$ cat src/rtl/idli_enc_ser_if.sv
// Instruction-source / serialiser / decoder bus: instruction handshake plus nibble stream.
// The serialiser takes the slave modport; the instruction source and decoder side take master.
interface idli_enc_ser_if;
  typedef logic [3:0] sqi_data_t;

  logic [15:0] i_ser_ins;
  logic [15:0] i_ser_imm;
  logic        i_ser_vld;
  logic        o_ser_rdy;
  sqi_data_t   o_ser_enc;
  logic        o_ser_enc_vld;
  logic        i_ser_stall;
  logic        o_ser_busy;

  modport master (
    output i_ser_ins, i_ser_imm, i_ser_vld, i_ser_stall,
    input  o_ser_rdy, o_ser_enc, o_ser_enc_vld, o_ser_busy
  );

  modport slave (
    input  i_ser_ins, i_ser_imm, i_ser_vld, i_ser_stall,
    output o_ser_rdy, o_ser_enc, o_ser_enc_vld, o_ser_busy
  );
endinterface

$ cat src/rtl/idli_enc_ser_m.sv
// Serialises a 16-bit instruction, plus its immediate when ins[2:0]==7, into MSB-first nibbles.
// Define IDLI_ENC_SER_SKID_EN for a one-entry holding buffer that streams words with no gap cycle.
module idli_enc_ser_m (
  input  logic          i_dcd_gck,
  input  logic          i_dcd_rst_n,
  idli_enc_ser_if.slave ser
);

  typedef enum logic [1:0] {ST_IDLE, ST_INS, ST_IMM} state_t;

  state_t      state_q, state_d;
  logic [1:0]  cnt_q, cnt_d;
  logic [15:0] ins_q, ins_d;
  logic [15:0] imm_q, imm_d;
  logic [15:0] word;
  logic [3:0]  nib;
  logic        rdy_int;
  logic        buf_full;
  logic        xfer;

`ifdef IDLI_ENC_SER_SKID_EN
  logic        buf_vld_q, buf_vld_d;
  logic [15:0] buf_ins_q, buf_ins_d;
  logic [15:0] buf_imm_q, buf_imm_d;
  logic        took_direct;

  assign rdy_int  = ~buf_vld_q;
  assign buf_full = buf_vld_q;
`else
  assign rdy_int  = (state_q == ST_IDLE);
  assign buf_full = 1'b0;
`endif

  // Ready is forced low while reset is held so no transfer can be counted during reset.
  assign ser.o_ser_rdy = rdy_int & i_dcd_rst_n;
  assign xfer          = ser.i_ser_vld & ser.o_ser_rdy;

  always_comb begin
    state_d = state_q;
    cnt_d   = cnt_q;
    ins_d   = ins_q;
    imm_d   = imm_q;
`ifdef IDLI_ENC_SER_SKID_EN
    buf_vld_d   = buf_vld_q;
    buf_ins_d   = buf_ins_q;
    buf_imm_d   = buf_imm_q;
    took_direct = 1'b0;
`endif
    case (state_q)
      ST_IDLE: begin
        if (xfer) begin
          state_d = ST_INS;
          cnt_d   = 2'd0;
          ins_d   = ser.i_ser_ins;
          imm_d   = ser.i_ser_imm;
`ifdef IDLI_ENC_SER_SKID_EN
          took_direct = 1'b1;
`endif
        end
      end
      ST_INS, ST_IMM: begin
        if (!ser.i_ser_stall) begin
          if (cnt_q != 2'd3) begin
            cnt_d = cnt_q + 2'd1;
          end else if (state_q == ST_INS && ins_q[2:0] == 3'b111) begin
            state_d = ST_IMM;
            cnt_d   = 2'd0;
          end else begin
            state_d = ST_IDLE;
            cnt_d   = 2'd0;
`ifdef IDLI_ENC_SER_SKID_EN
            // Buffered word wins; otherwise a transfer on the last nibble is consumed directly.
            if (buf_vld_q) begin
              state_d   = ST_INS;
              ins_d     = buf_ins_q;
              imm_d     = buf_imm_q;
              buf_vld_d = 1'b0;
            end else if (xfer) begin
              state_d     = ST_INS;
              ins_d       = ser.i_ser_ins;
              imm_d       = ser.i_ser_imm;
              took_direct = 1'b1;
            end
`endif
          end
        end
      end
      default: begin
        state_d = ST_IDLE;
        cnt_d   = 2'd0;
      end
    endcase
`ifdef IDLI_ENC_SER_SKID_EN
    if (xfer && !took_direct) begin
      buf_vld_d = 1'b1;
      buf_ins_d = ser.i_ser_ins;
      buf_imm_d = ser.i_ser_imm;
    end
`endif
  end

  always_comb begin
    word = (state_q == ST_IMM) ? imm_q : ins_q;
    case (cnt_q)
      2'd0:    nib = word[15:12];
      2'd1:    nib = word[11:8];
      2'd2:    nib = word[7:4];
      default: nib = word[3:0];
    endcase
  end

  assign ser.o_ser_enc     = (state_q != ST_IDLE) ? nib : 4'h0;
  assign ser.o_ser_enc_vld = (state_q != ST_IDLE) && !ser.i_ser_stall;
  assign ser.o_ser_busy    = (state_q != ST_IDLE) || buf_full;

  always_ff @(posedge i_dcd_gck or negedge i_dcd_rst_n) begin
    if (!i_dcd_rst_n) begin
      state_q <= ST_IDLE;
      cnt_q   <= 2'd0;
      ins_q   <= 16'h0000;
      imm_q   <= 16'h0000;
    end else begin
      state_q <= state_d;
      cnt_q   <= cnt_d;
      ins_q   <= ins_d;
      imm_q   <= imm_d;
    end
  end

`ifdef IDLI_ENC_SER_SKID_EN
  always_ff @(posedge i_dcd_gck or negedge i_dcd_rst_n) begin
    if (!i_dcd_rst_n) begin
      buf_vld_q <= 1'b0;
      buf_ins_q <= 16'h0000;
      buf_imm_q <= 16'h0000;
    end else begin
      buf_vld_q <= buf_vld_d;
      buf_ins_q <= buf_ins_d;
      buf_imm_q <= buf_imm_d;
    end
  end
`endif

endmodule

$ cat src/flat_wrapper.sv
// flat-port wrapper written by rule: the top's interface ports become plain ports
module idli_enc_ser_m_flat 
  (i_dcd_gck, i_dcd_rst_n, ser_i_ser_ins, ser_i_ser_imm, ser_i_ser_vld, ser_i_ser_stall, ser_o_ser_rdy, ser_o_ser_enc, ser_o_ser_enc_vld, ser_o_ser_busy);
  idli_enc_ser_if ser_i ();
  input  logic i_dcd_gck;
  input  logic i_dcd_rst_n;
  input wire logic [$bits(ser_i.i_ser_ins)-1:0] ser_i_ser_ins;
  input wire logic [$bits(ser_i.i_ser_imm)-1:0] ser_i_ser_imm;
  input wire logic [$bits(ser_i.i_ser_vld)-1:0] ser_i_ser_vld;
  input wire logic [$bits(ser_i.i_ser_stall)-1:0] ser_i_ser_stall;
  output wire logic [$bits(ser_i.o_ser_rdy)-1:0] ser_o_ser_rdy;
  output wire logic [$bits(ser_i.o_ser_enc)-1:0] ser_o_ser_enc;
  output wire logic [$bits(ser_i.o_ser_enc_vld)-1:0] ser_o_ser_enc_vld;
  output wire logic [$bits(ser_i.o_ser_busy)-1:0] ser_o_ser_busy;
  assign ser_i.i_ser_ins = ser_i_ser_ins;
  assign ser_i.i_ser_imm = ser_i_ser_imm;
  assign ser_i.i_ser_vld = ser_i_ser_vld;
  assign ser_i.i_ser_stall = ser_i_ser_stall;
  assign ser_o_ser_rdy = ser_i.o_ser_rdy;
  assign ser_o_ser_enc = ser_i.o_ser_enc;
  assign ser_o_ser_enc_vld = ser_i.o_ser_enc_vld;
  assign ser_o_ser_busy = ser_i.o_ser_busy;
  idli_enc_ser_m u_core (.i_dcd_gck(i_dcd_gck), .i_dcd_rst_n(i_dcd_rst_n), .ser(ser_i));
endmodule
$ cat config.mk
export PLATFORM = sky130hd
export DESIGN_NAME = idli_enc_ser_m_flat
export DESIGN_NICKNAME = d
export VERILOG_FILES = /design/src/rtl/idli_enc_ser_if.sv /design/src/rtl/idli_enc_ser_m.sv /design/src/flat_wrapper.sv
export SDC_FILE = /design/constraint.sdc
export NUM_CORES = 1
export LEC_CHECK = 0
export ABC_AREA = 1
export BUFFER_PORTS_ARGS = -buffer_cell sky130_fd_sc_hd__buf_4
export CORE_ASPECT_RATIO = 0.5
export CORE_MARGIN = 1
export CORE_UTILIZATION = 58
export DETAILED_ROUTE_END_ITERATION = 7
export GPL_TIMING_DRIVEN = 0
export PLACE_DENSITY = 0.88
export SKIP_CTS_REPAIR_TIMING = 1
export SYNTH_ARGS = -nofsm -noshare
export SYNTH_HDL_FRONTEND = slang
export SYNTH_SLANG_ARGS = --single-unit
$ cat constraint.sdc
create_clock -name i_dcd_gck -period 4.5 [get_ports i_dcd_gck]
set_clock_uncertainty 0.1 [all_clocks]
set_input_delay 0.675 -clock i_dcd_gck [delete_from_list [all_inputs] [get_ports i_dcd_gck]]
set_output_delay 0.675 -clock i_dcd_gck [all_outputs]
set_load 0.02 [all_outputs]
After elaboration in Yosys (flattened, before gate mapping)
Cells that the tools add are included.
{ "totals": {"register_bits": 36, "input_bits": 36, "out_inout_bits": 7} }
{ "classes": {"addsub": 1, "eq_ne": 9, "mux": 12, "bitwise_logic": 2, "n_reduce_logical": 10} }
{ "ops": {"columns": ["cell", "n"], "rows": [
  ["16-bit 2-to-1 mux", 1],
  ["2-bit 2-to-1 mux", 7],
  ["4-bit one-hot mux with 3 select lines", 1],
  ["2-bit inequality test, second input constant", 4],
  ["2-bit one-hot mux with 2 select lines", 2],
  ["2-bit by 1-bit == test with 1-bit output, second input constant", 2],
  ["2-bit == test, second input constant", 2],
  ["2-bit zero test", 2],
  ["4-bit 2-to-1 mux", 1],
  ["2-bit AND reduction", 2],
  ["3-bit == test, second input constant", 1],
  ["3-bit AND reduction", 1],
  ["2-bit by 1-bit adder with 2-bit output, second input constant", 1],
  ["1-bit bitwise AND", 2],
  ["1-bit logical AND", 2],
  ["2-bit nonzero test", 1],
  ["2-bit OR reduction", 1],
  ["1-bit zero test", 1]
]} }

Longest topological paths before layout
Gate-level depths: netlist (run 1).
{ "logic_depth": {"ltp_word": 6, "ltp_mapped": 9, "ltp_nobuf": 8} }

Least setup slack after synthesis (run 1)
OpenSTA, ideal clock, no wires.
{ "synth_path": {"path_kind": "reg2out", "startpoint": "reg u_core.state_q[0]", "endpoint": "out ser_o_ser_enc[0]", "arrival_ns": 1.445, "required_ns": 3.725, "setup_slack_ns": 2.280, "path_stages_with_launch": 9, "n_path_buf": 1, "path_cell_list": "dfrtp_1 -> inv_1 -> ha_1 -> buf_2 -> inv_1 -> nand2_1 -> nand3_1 -> nand2_1 -> a21oi_1"} }
{ "synth_between": {"elab_chain_cells": 4, "elab_cells_between_ends": 5} }
{ "synth_lines": {"columns": ["element", "line", "source"], "rows": [
  ["start, declared", "idli_enc_ser_m.sv:11", "state_t state_q, state_d;"],
  ["start signal, assigned", "idli_enc_ser_m.sv:123", "state_q <= state_d;"],
  ["2-bit == test", "idli_enc_ser_m.sv:103", "word = (state_q == ST_IMM) ? imm_q : ins_q;"],
  ["16-bit 2-to-1 mux", "idli_enc_ser_m.sv:103", null],
  ["4-bit one-hot mux with 3 select lines", "idli_enc_ser_m.sv:104", "case (cnt_q)"],
  ["4-bit 2-to-1 mux *", "idli_enc_ser_m.sv:112", "assign ser.o_ser_enc = (state_q != ST_IDLE) ? nib : 4'h0;"],
  ["end, declared", "flat_wrapper.sv:12", "output wire logic [$bits(ser_i.o_ser_enc)-1:0] ser_o_ser_enc;"]
]} }
Mark *: on every way between the ends. The rest lies on a longest branch, timed or not.

Final worst setup path (run 1)
Ends and elaborated chain as after synthesis.

==> results of run 1 <==
## logic make-up after synthesis
logic type | count (synthesis)
flops | 36
simple gates | 166
fa+ha+maj | 10
buf+inv | 33
compound gates | 16
## power by group
group | switching (mW) | internal [mW]
sequential | 0.111 | 0.479
combinational | 0.370 | 0.241
clock | 0.125 | 0.164
## worst register-to-register path, stage by stage (launching register included)
cell and delay, ps:
dfrtp_1 420, inv_1 130, ha_1 290, nand3_2 180, nand2_1 170, nand3_2 110
nand2_1 80, o21ai_1 70
## layer usage
metal,part of all wire,wire (um)
met5,0,0
met4,0.018,85
met3,0.083,390
met2,0.46,2160
met1,0.44,2070
## worst max-delay path by stage
stage / from / end / slack (ps) / cells past startpoint
global route: u_core.state_q[0]$_DFFE_PN0P_ / ser_o_ser_enc[2] / 1670 / 9
CTS: u_core.state_q[0]$_DFFE_PN0P_ / ser_o_ser_enc[0] / 1810 / 9
detailed placement: i_dcd_rst_n / ser_o_ser_rdy / 2030 / 5
finish: u_core.state_q[0]$_DFFE_PN0P_ / ser_o_ser_enc[0] / 1770 / 9
floorplan: u_core.state_q[0]$_DFFE_PN0P_ / ser_o_ser_enc[0] / 2280 / 8
global placement: i_dcd_rst_n / ser_o_ser_rdy / 2060 / 5
## layout make-up
type                            instances  share of cell area
Buffer                                 14              0.0322
Clock inverter                          3              0.0177
Tap cell                               40              0.0208
Clock buffer                            5              0.0286
Multi-Input combinational cell        192               0.369
Sequential cell                        36               0.374
Timing Repair Buffer                   41               0.128
Inverter                               19              0.0296
## registers in the layout, summed over array words and instances (netlist names)
name            flops
u_core.state_q      2
u_core.ins_q       16
u_core.cnt_q        2
u_core.imm_q       16
## stage by stage
step                      cells   util  hold slack, ps  area [um2]
after floorplan             261      -             279        1940
after global placement      342  0.745             364        2300
after detailed placement    342  0.745             365        2300
after CTS                   350  0.781             244        2410
after global routing        350  0.781             257        2410
final                       350  0.781             233        2410
## cell usage after synthesis
| cell type | number | area, um2 |
|---|---|---|
| buf_2 | 9 | 45.0 |
| clkbuf_2 | 2 | 10.0 |
| a21oi_1 | 13 | 65.1 |
| ha_1 | 10 | 125 |
| nor2_1 | 4 | 15.0 |
| nand3_1 | 37 | 185 |
| dfrtp_1 | 36 | 901 |
| inv_2 | 1 | 3.75 |
| nand3_2 | 2 | 20.0 |
| nand2_1 | 122 | 458 |
| o21ai_1 | 3 | 15.0 |
| buf_4 | 3 | 22.5 |
| nand2_2 | 1 | 6.26 |
| inv_1 | 18 | 67.6 |
==> impl_results.md, run 1 <==
- FF-to-FF End: u_core.state_q[0]$_DFFE_PN0P_
- Ant diodes: 0
- FF+latch count, synth: 36
- Mux contribution to synthesized area: 0
- Cells after Synth: 261
- Core Region: 3080 um2
- DPL Wire Length: roughly 3300 um
- Hold Violations, Final: 0
- Final TNS setup: 0 ps
- Pin count of the biggest net entering global routing: 39
- CP bufs+invs: 4
- CTS tree: yes
- Nets: 355
- Vias in the first global route: between 1.5k and 2k
- PD cells: between 600 and 700 nW/um2
- Place WS: 2030 ps
- Synth Area in Adders: 0.0645
- Die Span Y: between 40 and 50 um
- CTS Buf Count: 5
- Slew Viols, Final: 0
- Fmax: 366 MHz
- Max incr delay on CP: 410 ps
- Die area: 3590 um2
- HP Class: in -> async
- Met1 usage: 0.402
- Fillers: ~220
- Synth cell types: 14
- DRC violations left: 0
- Leak: about 1.4 nW
- Crit. End Element: primary output
- Layout overhead on the synthesized area: 24.2%
- Total Power: roughly 1.5 mW
- GRT Util Overall: 0.296
- Met2 usage: 0.465
- Synth Area in Compound Gates: 0.0413
- Vias/cell: 5.07
- Grt total ovfl: 0
- Worst-Skew Late Latency: between 200 and 300 ps
- DRT iter0 DRCs: 196
- Post-Synth XOR/XNOR Area: 0
- Simple-gate share of the synthesized area: 0.353
- Max_slew headroom: 0.675
- MaxCap Viol Count: 0
- Share of layout cells above drive strength 1: 0.216
- Root Buffer: clkbuf_8
- Die width: between 80 and 90 um
- R2R Path Start: u_core.state_q[0]$_DFFE_PN0P_
- Crit start category: flip-flop
- Initial Util: 0.629
- Clock Path Buffers: 2
- Post-route ant nets: 0
- Critical Path RT: 3720 ps
- Final count of negative-setup-slack endpoints: 0
- Worst Path Max Fanout: 9
- Crit-path cells: inv_1 > ha_1 > buf_2 > inv_1 > a21oi_1 > nand2_1 > nand2_1 > a21oi_1 > buf_4
- Tmin final: 2730 ps
- Sequential element share of the synthesized area: 0.465
- Syn Nets: 307
- Actual slew at the worst max-slew pin: 488 ps
- Reg clk slew, reported paths: 70 ps
- Count of yosys warnings during synthesis: 0
- Final period util: 0.607
- Multi-input gate area in the final layout: ~890 um2
- Post-route setup slack: 1770 ps
- Largest family of logic cells by synthesized area: simple AND/OR/NAND/NOR gates
- Crit path arrival time: 1950 ps
- 1st-pass router iterations: 4
- Routed vias: 1775
- Crit path kind: reg -> out
- RePlAce Congestion: 0.900
- CTS Sinks: 36
- Post-Syn Area: 1940 um2
- H-tree levels: 2
- Rows: 14
- Initial antenna violation count: 0
- Port buffer count: 41
- Status: completed
- Total Wirelength: 4710 um
- Worst Reg-to-Reg Cells: 7
- Most common cell after layout, fill and taps aside: nand2_1
- VDD IR max: approximately 0.0004 V
- Met3 usage: 0.0681
- Most frequent cells in the layout: 122 x nand2_1, 44 x buf_4, 37 x nand3_1, 36 x dfrtp_1, 18 x inv_1
- Ports: 43
- Reg2reg setup slack: 2840 ps
- Routed wire per std cell: around 13 um
- RSZ-0062 raised after global routing: false
- Syn_area_per_cell: 7.43 um2
- Sequential cell area: 901 um2
- CP max stage cell: dfrtp_1
- GRT busiest layer: met2
- First-pass GRT wire length: 7820 um
- Crit path max-delay family: buffers and inverters
(Power assumes the default switching activity.)
==> run 2: changes to the inputs <==
- CORE_UTILIZATION: 58 -> 48
- PLACE_DENSITY: 0.88 -> 0.78
- clock period: 4.5 -> 2.3 ns (I/O delays scaled with it)
==> run 2 against run 1 <==
- via count rose by 4.6%
- global-route usage is 5.6 points lower
- total power increased by 100%
- first-iteration DRC count is 27% lower
- count of clock-buffer cells in the layout is the same
- setup slack got worse by 1700 ps
- hold slack lost 73 ps
- sequential power grew 97%
- critical path type unchanged
==> impl_results.md, run 2 (same netlist as run 1, synthesis figures left out) <==
- Initial Util: 0.533 (-0.0964)
- DRC violations left: 0 (unchanged)
- CTS Sinks: 36 (unchanged)
- Placed cells: 353 (+3.2%)
- Port buffer count: 41 (unchanged)
- Final TNS setup: 0 ps (unchanged)
- CTS Buf Count: 5 (unchanged)
- Slew Viols, Final: 0 (unchanged)
- Rows: 15 (+1)
- H-tree levels: 2 (unchanged)
- MaxCap Viol Count: 0 (unchanged)
- Initial antenna violation count: 0 (unchanged)
- Crit path arrival time: 1830 ps (-120 ps)
- GRT Util Overall: 0.240 (-0.0563)
- RePlAce Congestion: 0.827 (-8.1%)
- Hold Violations, Final: 0 (unchanged)
- Critical Path RT: 1860 ps (-1860 ps)
- Largest registers: u_core.imm_q: 16 flops, u_core.ins_q: 16 flops
- Fin cells: 371 (+6.0%)
- Crit. End Element: primary output
- Actual slew at the worst max-slew pin: 205 ps (-284 ps)
- Status: completed
- Clock Path Buffers: 2 (unchanged)
- Routed wire per std cell: 13.2 um (-1.6%)
- DPL Wire Length: 3370 um (+0.86%)
- Die width: 91.9 um (+9.7%)
- Leak: 1.41 nW (+3.9%)
- Fillers: 314 (+44%)
- RSZ-0062 raised after global routing: true
- Vias/cell: 5.01 (-1.3%)
- Die area: 4310 um2 (+20%)
- Layout overhead on the synthesized area: 32.3%
- Pin count of the biggest net entering global routing: 39 (unchanged)
- Vias in the first global route: 1613 (-1.8%)
- Hold Crit Depth: 3
- Final count of negative-setup-slack endpoints: 0 (unchanged)
- Die Span Y: 46.9 um (+9.5%)
- Post-route ant nets: 0 (unchanged)
- Root Buffer: clkbuf_8
- Sequential cell area: 902 um2 (+0.14%)
- Core Region: 3640 um2 (+18%)
- Ports: 43 (unchanged)
- Hold Crit Start: ser_i_ser_ins[4]
- Most frequent cells in the layout: 122 x nand2_1, 54 x buf_4, 37 x nand3_1, 35 x dfrtp_1, 15 x inv_1
- First-pass GRT wire length: 7540 um (-3.5%)
- DRT iter0 DRCs: 144 (-27%)
- Multi-input gate area in the final layout: 921 um2 (+3.5%)
- Reg2reg setup slack: 590 ps (-2250 ps)
- Worst-Skew Late Latency: 300 ps (about the same)
- CTS tree: yes
- FF-to-FF End: u_core.state_q[0]$_DFFE_PN0P_
- Max_slew headroom: 0.864 (+0.189)
- Tmin final: 2270 ps
- Total Power: 3.05 mW (+100%)
- Most common cell after layout, fill and taps aside: nand2_1
- Worst Path Max Fanout: 8 (-1)
- Final period util: 0.987
- VDD IR max: 0.000553 V (+41%)
- Worst Reg-to-Reg Cells: 8 (+1)
- Crit start category: flip-flop
- Ant diodes: 0 (unchanged)
- HP Class: in -> reg
- 1st-pass router iterations: 4 (unchanged)
- Hold worst-path end: u_core.ins_q[4]$_DFFE_PN0P_
- Reg clk slew, reported paths: 80 ps (about the same)
- Crit path kind: reg -> out
- Fmax: ~440 MHz
- Nets: 365 (+2.8%)
- Routed vias: 1857 (+4.6%)
- Crit path launch: u_core.state_q[0]$_DFFE_PN0P_
- R2R Path Start: u_core.state_q[0]$_DFFE_PN0P_
- Total Wirelength: 4910 um (+4.3%)
- PD cells: 1190 nW/um2 (+92%)
- Share of layout cells above drive strength 1: 0.269 (+0.0526)
- Grt total ovfl: 0 (unchanged)
==> run 2: cell types whose count changed in the layout (fill, tap and decap cells not counted), sizes merged <==
cell,change
clkinvlp,+1
inv,-1
dlygate4sd3,+1
buf,+11
clkbuf,-2
==> run 2: how the worst max path moves through the flow <==
stage / end / cells past startpoint
floorplan: ser_o_ser_enc[0] / 8
global placement: ser_o_ser_enc[3] / 9
detailed placement: ser_o_ser_enc[1] / 9
CTS: ser_o_ser_enc[1] / 9
global route: ser_o_ser_enc[1] / 9
finish: ser_o_ser_enc[1] / 9
==> run 2: power by group <==
group / total (mW) / internal [mW] / switching [mW]
Combinational: 1.31 / 0.547 / 0.759
Clock: 0.583 / 0.321 / 0.262
Sequential: 1.16 / 0.938 / 0.221
==> run 2: area by class of cell <==
cell class,count,share of cell area
plain buffers,14,0.0356
repair buffers,51,0.157
multi-input cells,192,0.359
well taps,51,0.0249
inverters,19,0.0293
clock buffers,5,0.0268
clock inverters,3,0.0166
flip-flops and latches,36,0.352
==> run 2: worst max-delay path, stage by stage (launching register included) <==
cell and delay [ps]:
dfrtp_1 420, inv_2 110, ha_4 140, buf_6 120
clkinvlp_4 190, a21oi_2 160, nand2_1 90, nand2_1 90
a21oi_2 60, buf_6 130
==> run 2: stage by stage <==
| step | setup WS (ps) | utilization | area [um2] | hold slack (ps) |
|---|---|---|---|---|
| floorplan | 410 | - | 1940 | -50.6 |
| global placement | 314 | 0.635 | 2310 | 234 |
| detailed placement | 266 | 0.635 | 2310 | 235 |
| CTS | -84.3 | 0.665 | 2420 | -82.9 |
| global route | -39.6 | 0.705 | 2570 | 163 |
| finish | 29.2 | 0.705 | 2570 | 160 |
==> run 2: layer usage <==
layer | vias up | GRT usage | part of all wire
li1 | 931 | - | -
met2 | 63 | 0.394 | 0.45
met3 | 7 | 0.0744 | 0.070
met5 | - | 0 | 0
met1 | 856 | 0.318 | 0.47
met4 | 0 | 0.0688 | 0.011
==> run 3: changes to the inputs <==
- clock period: 2.3 -> 2 ns (I/O delays scaled with it)
==> run 3 against run 2 <==
- the run now ends with setup timing left
- wire length up 0.94%
- die area is the same
- via count is 0.75% higher
- design area grew 2.1%
- critical path type unchanged
==> impl_results.md, run 3 (same netlist as run 1, synthesis figures left out) <==
- Status: complete, but fails checks
- Failing checks: setup timing
- DRC violations left: 0 (unchanged)
- CTS Sinks: 36 (unchanged)
- Most common cell after layout, fill and taps aside: nand2_1
- Routed wire per std cell: 13.2 um (-0.14%)
- Logic pwr share: 0.441 (+0.013)
- Max incr delay on CP: 420 ps (about the same)
- MaxCap Viol Count: 0 (unchanged)
- R2R Path Start: u_core.state_q[0]$_DFFE_PN0P_
- Worst-Skew Late Latency: 300 ps (about the same)
- Seq pwr share: 0.374 (-0.006)
- RePlAce Congestion: 0.827 (unchanged)
- Tmin final: 2220 ps
- Crit. End Element: primary output
- Reg clk slew, reported paths: 80 ps (about the same)
- Internal: 2.14 mW (+18%)
- Initial Util: 0.533 (unchanged)
- PD cells: 1360 nW/um2 (+15%)
- Met1 usage: 0.318 (unchanged)
- Die width: 91.9 um (unchanged)
- Crit path kind: reg -> out
- DRT iter0 DRCs: 145 (+0.69%)
- Sw Share: 0.401 (-0.00627)
- Clock Power Share: 0.185 (-0.006)
- Rows: 15 (unchanged)
- Routed vias: 1871 (+0.75%)
- Actual slew at the worst max-slew pin: 208 ps (+3.82 ps)
- Crit start category: flip-flop
- H-tree levels: 2 (unchanged)
- HP Class: in -> reg
- First-pass GRT wire length: 7540 um (unchanged)
- Vias/cell: 4.99 (-0.32%)
- Crit path launch: u_core.state_q[0]$_DFFE_PN0P_
- Core Region: 3640 um2 (unchanged)
- DPL Wire Length: 3370 um (unchanged)
- Crit-path cells: inv_2 > ha_4 > buf_6 > clkinvlp_4 > a21oi_2 > nand2_1 > nand2_1 > a21oi_2 > buf_6
- Critical Path RT: 1600 ps (-260 ps)
- Final count of negative-setup-slack endpoints: 4 (+4)
- Final period util: 1.11
- 1st-pass router iterations: 5 (+1)
- CP bufs+invs: 4 (unchanged)
- Clock Path Buffers: 2 (unchanged)
- Fin util: 0.720 (+0.0148)
- Initial antenna violation count: 0 (unchanged)
- CTS tree: yes
- Met2 usage: 0.394 (unchanged)
- CTS Buf Count: 5 (unchanged)
- Crit path max-delay family: buffers and inverters
- Hold Violations, Final: 0 (unchanged)
- Largest registers: u_core.imm_q: 16 flops, u_core.ins_q: 16 flops
- Net Sw Power: 1.43 mW (+15%)
- Die area: 4310 um2 (unchanged)
- GRT busiest layer: met2
- Port buffer count: 41 (unchanged)
- Place WS: 10.6 ps (-255 ps)
- Hold Crit Start: ser_i_ser_imm[10]
- Max_slew headroom: 0.861 (-0.00255)
- Root Buffer: clkbuf_8
- Slew Viols, Final: 0 (unchanged)
- Hold Worst Slack: 121 ps (-39.0 ps)
- Grt total ovfl: 0 (unchanged)
- Pin count of the biggest net entering global routing: 39 (unchanged)
- Fmax: 451 MHz
- VDD IR max: 0.000658 V (+19%)
- Ports: 43 (unchanged)
- Layout overhead on the synthesized area: 35.1%
- GRT Util Overall: 0.240 (unchanged)
- Most frequent cells in the layout: 122 x nand2_1, 55 x buf_4, 37 x nand3_1, 35 x dfrtp_1, 15 x inv_1
- Share of layout cells above drive strength 1: 0.281 (+0.0121)
- Nets: 369 (+1.1%)
- Post-route setup slack: -219 ps (-248 ps)
- CP max stage cell: dfrtp_1
- Total Power: 3.57 mW (+17%)
- Die Span Y: 46.9 um (unchanged)
- Worst Path Max Fanout: 8 (unchanged)
- Met3 usage: 0.0744 (unchanged)
- Crit path arrival time: 1820 ps (about the same)
- Vias in the first global route: 1613 (unchanged)
- Ant diodes: 0 (unchanged)
- Leak: 1.43 nW (+1.7%)
- Total Wirelength: 4960 um (+0.94%)
- Final TNS setup: -825 ps (-825 ps)
- Post-route ant nets: 0 (unchanged)
- RSZ-0062 raised after global routing: true
[run 3: final timing paths]
| check | slack (ps) | to | cells after the start |
|---|---|---|---|
| worst max-delay path | -220 | ser_o_ser_enc[1] | 9 |
| worst min-delay path | 120 | u_core.imm_q[10]$_DFFE_PN0P_ | 3 |
| worst max register to register | 430 | u_core.state_q[0]$_DFFE_PN0P_ | 8 |
| worst min register to register | 380 | u_core.imm_q[11]$_DFFE_PN0P_ | 2 |
| max in group asynchronous | 1160 | u_core.cnt_q[0]$_DFFE_PN0P_ | 3 |
| min in group asynchronous | 440 | u_core.imm_q[11]$_DFFE_PN0P_ | 3 |
[run 3: power groups by stage]
stage	Combinational, mW	Sequential (mW)	Clock [mW]
after CTS	1.36	1.32	0.661
after floorplan	0.980	1.25	0
after detailed placement	1.35	1.32	0
final	1.58	1.34	0.662
after global placement	1.31	1.31	0
after global routing	1.77	1.37	0.702
[run 3: worst register-to-register path, cell delays in order, from the launching register on]
cell and delay (ps):
dfrtp_1 420, inv_2 110, buf_4 130, ha_4 160
nand3_2 120, nand2_1 150, nand3_2 120, nand2_1 90
o21ai_1 70
[run 3: stage by stage]
step / cells / instance area (um2)
after floorplan: 261 / 1940
after global placement: 353 / 2310
after detailed placement: 353 / 2310
after CTS: 361 / 2420
after global routing: 375 / 2620
final: 375 / 2620
[run 3: final cells by class]
type,count,area (um2)
fillers,302,1020
multi-input cells,192,933
flip-flops and latches,36,902
repair buffers,55,439
plain buffers,14,95.1
inverters,19,75.1
clock buffers,5,68.8
well taps,51,63.8
clock inverters,3,42.5
[run 3: layer usage]
metal  wire length [um]  vias to the layer above
met5                  0                        -
li1                   -                      938
met3                309                        9
met2               2260                       55
met4                 63                        0
met1               2320                      869
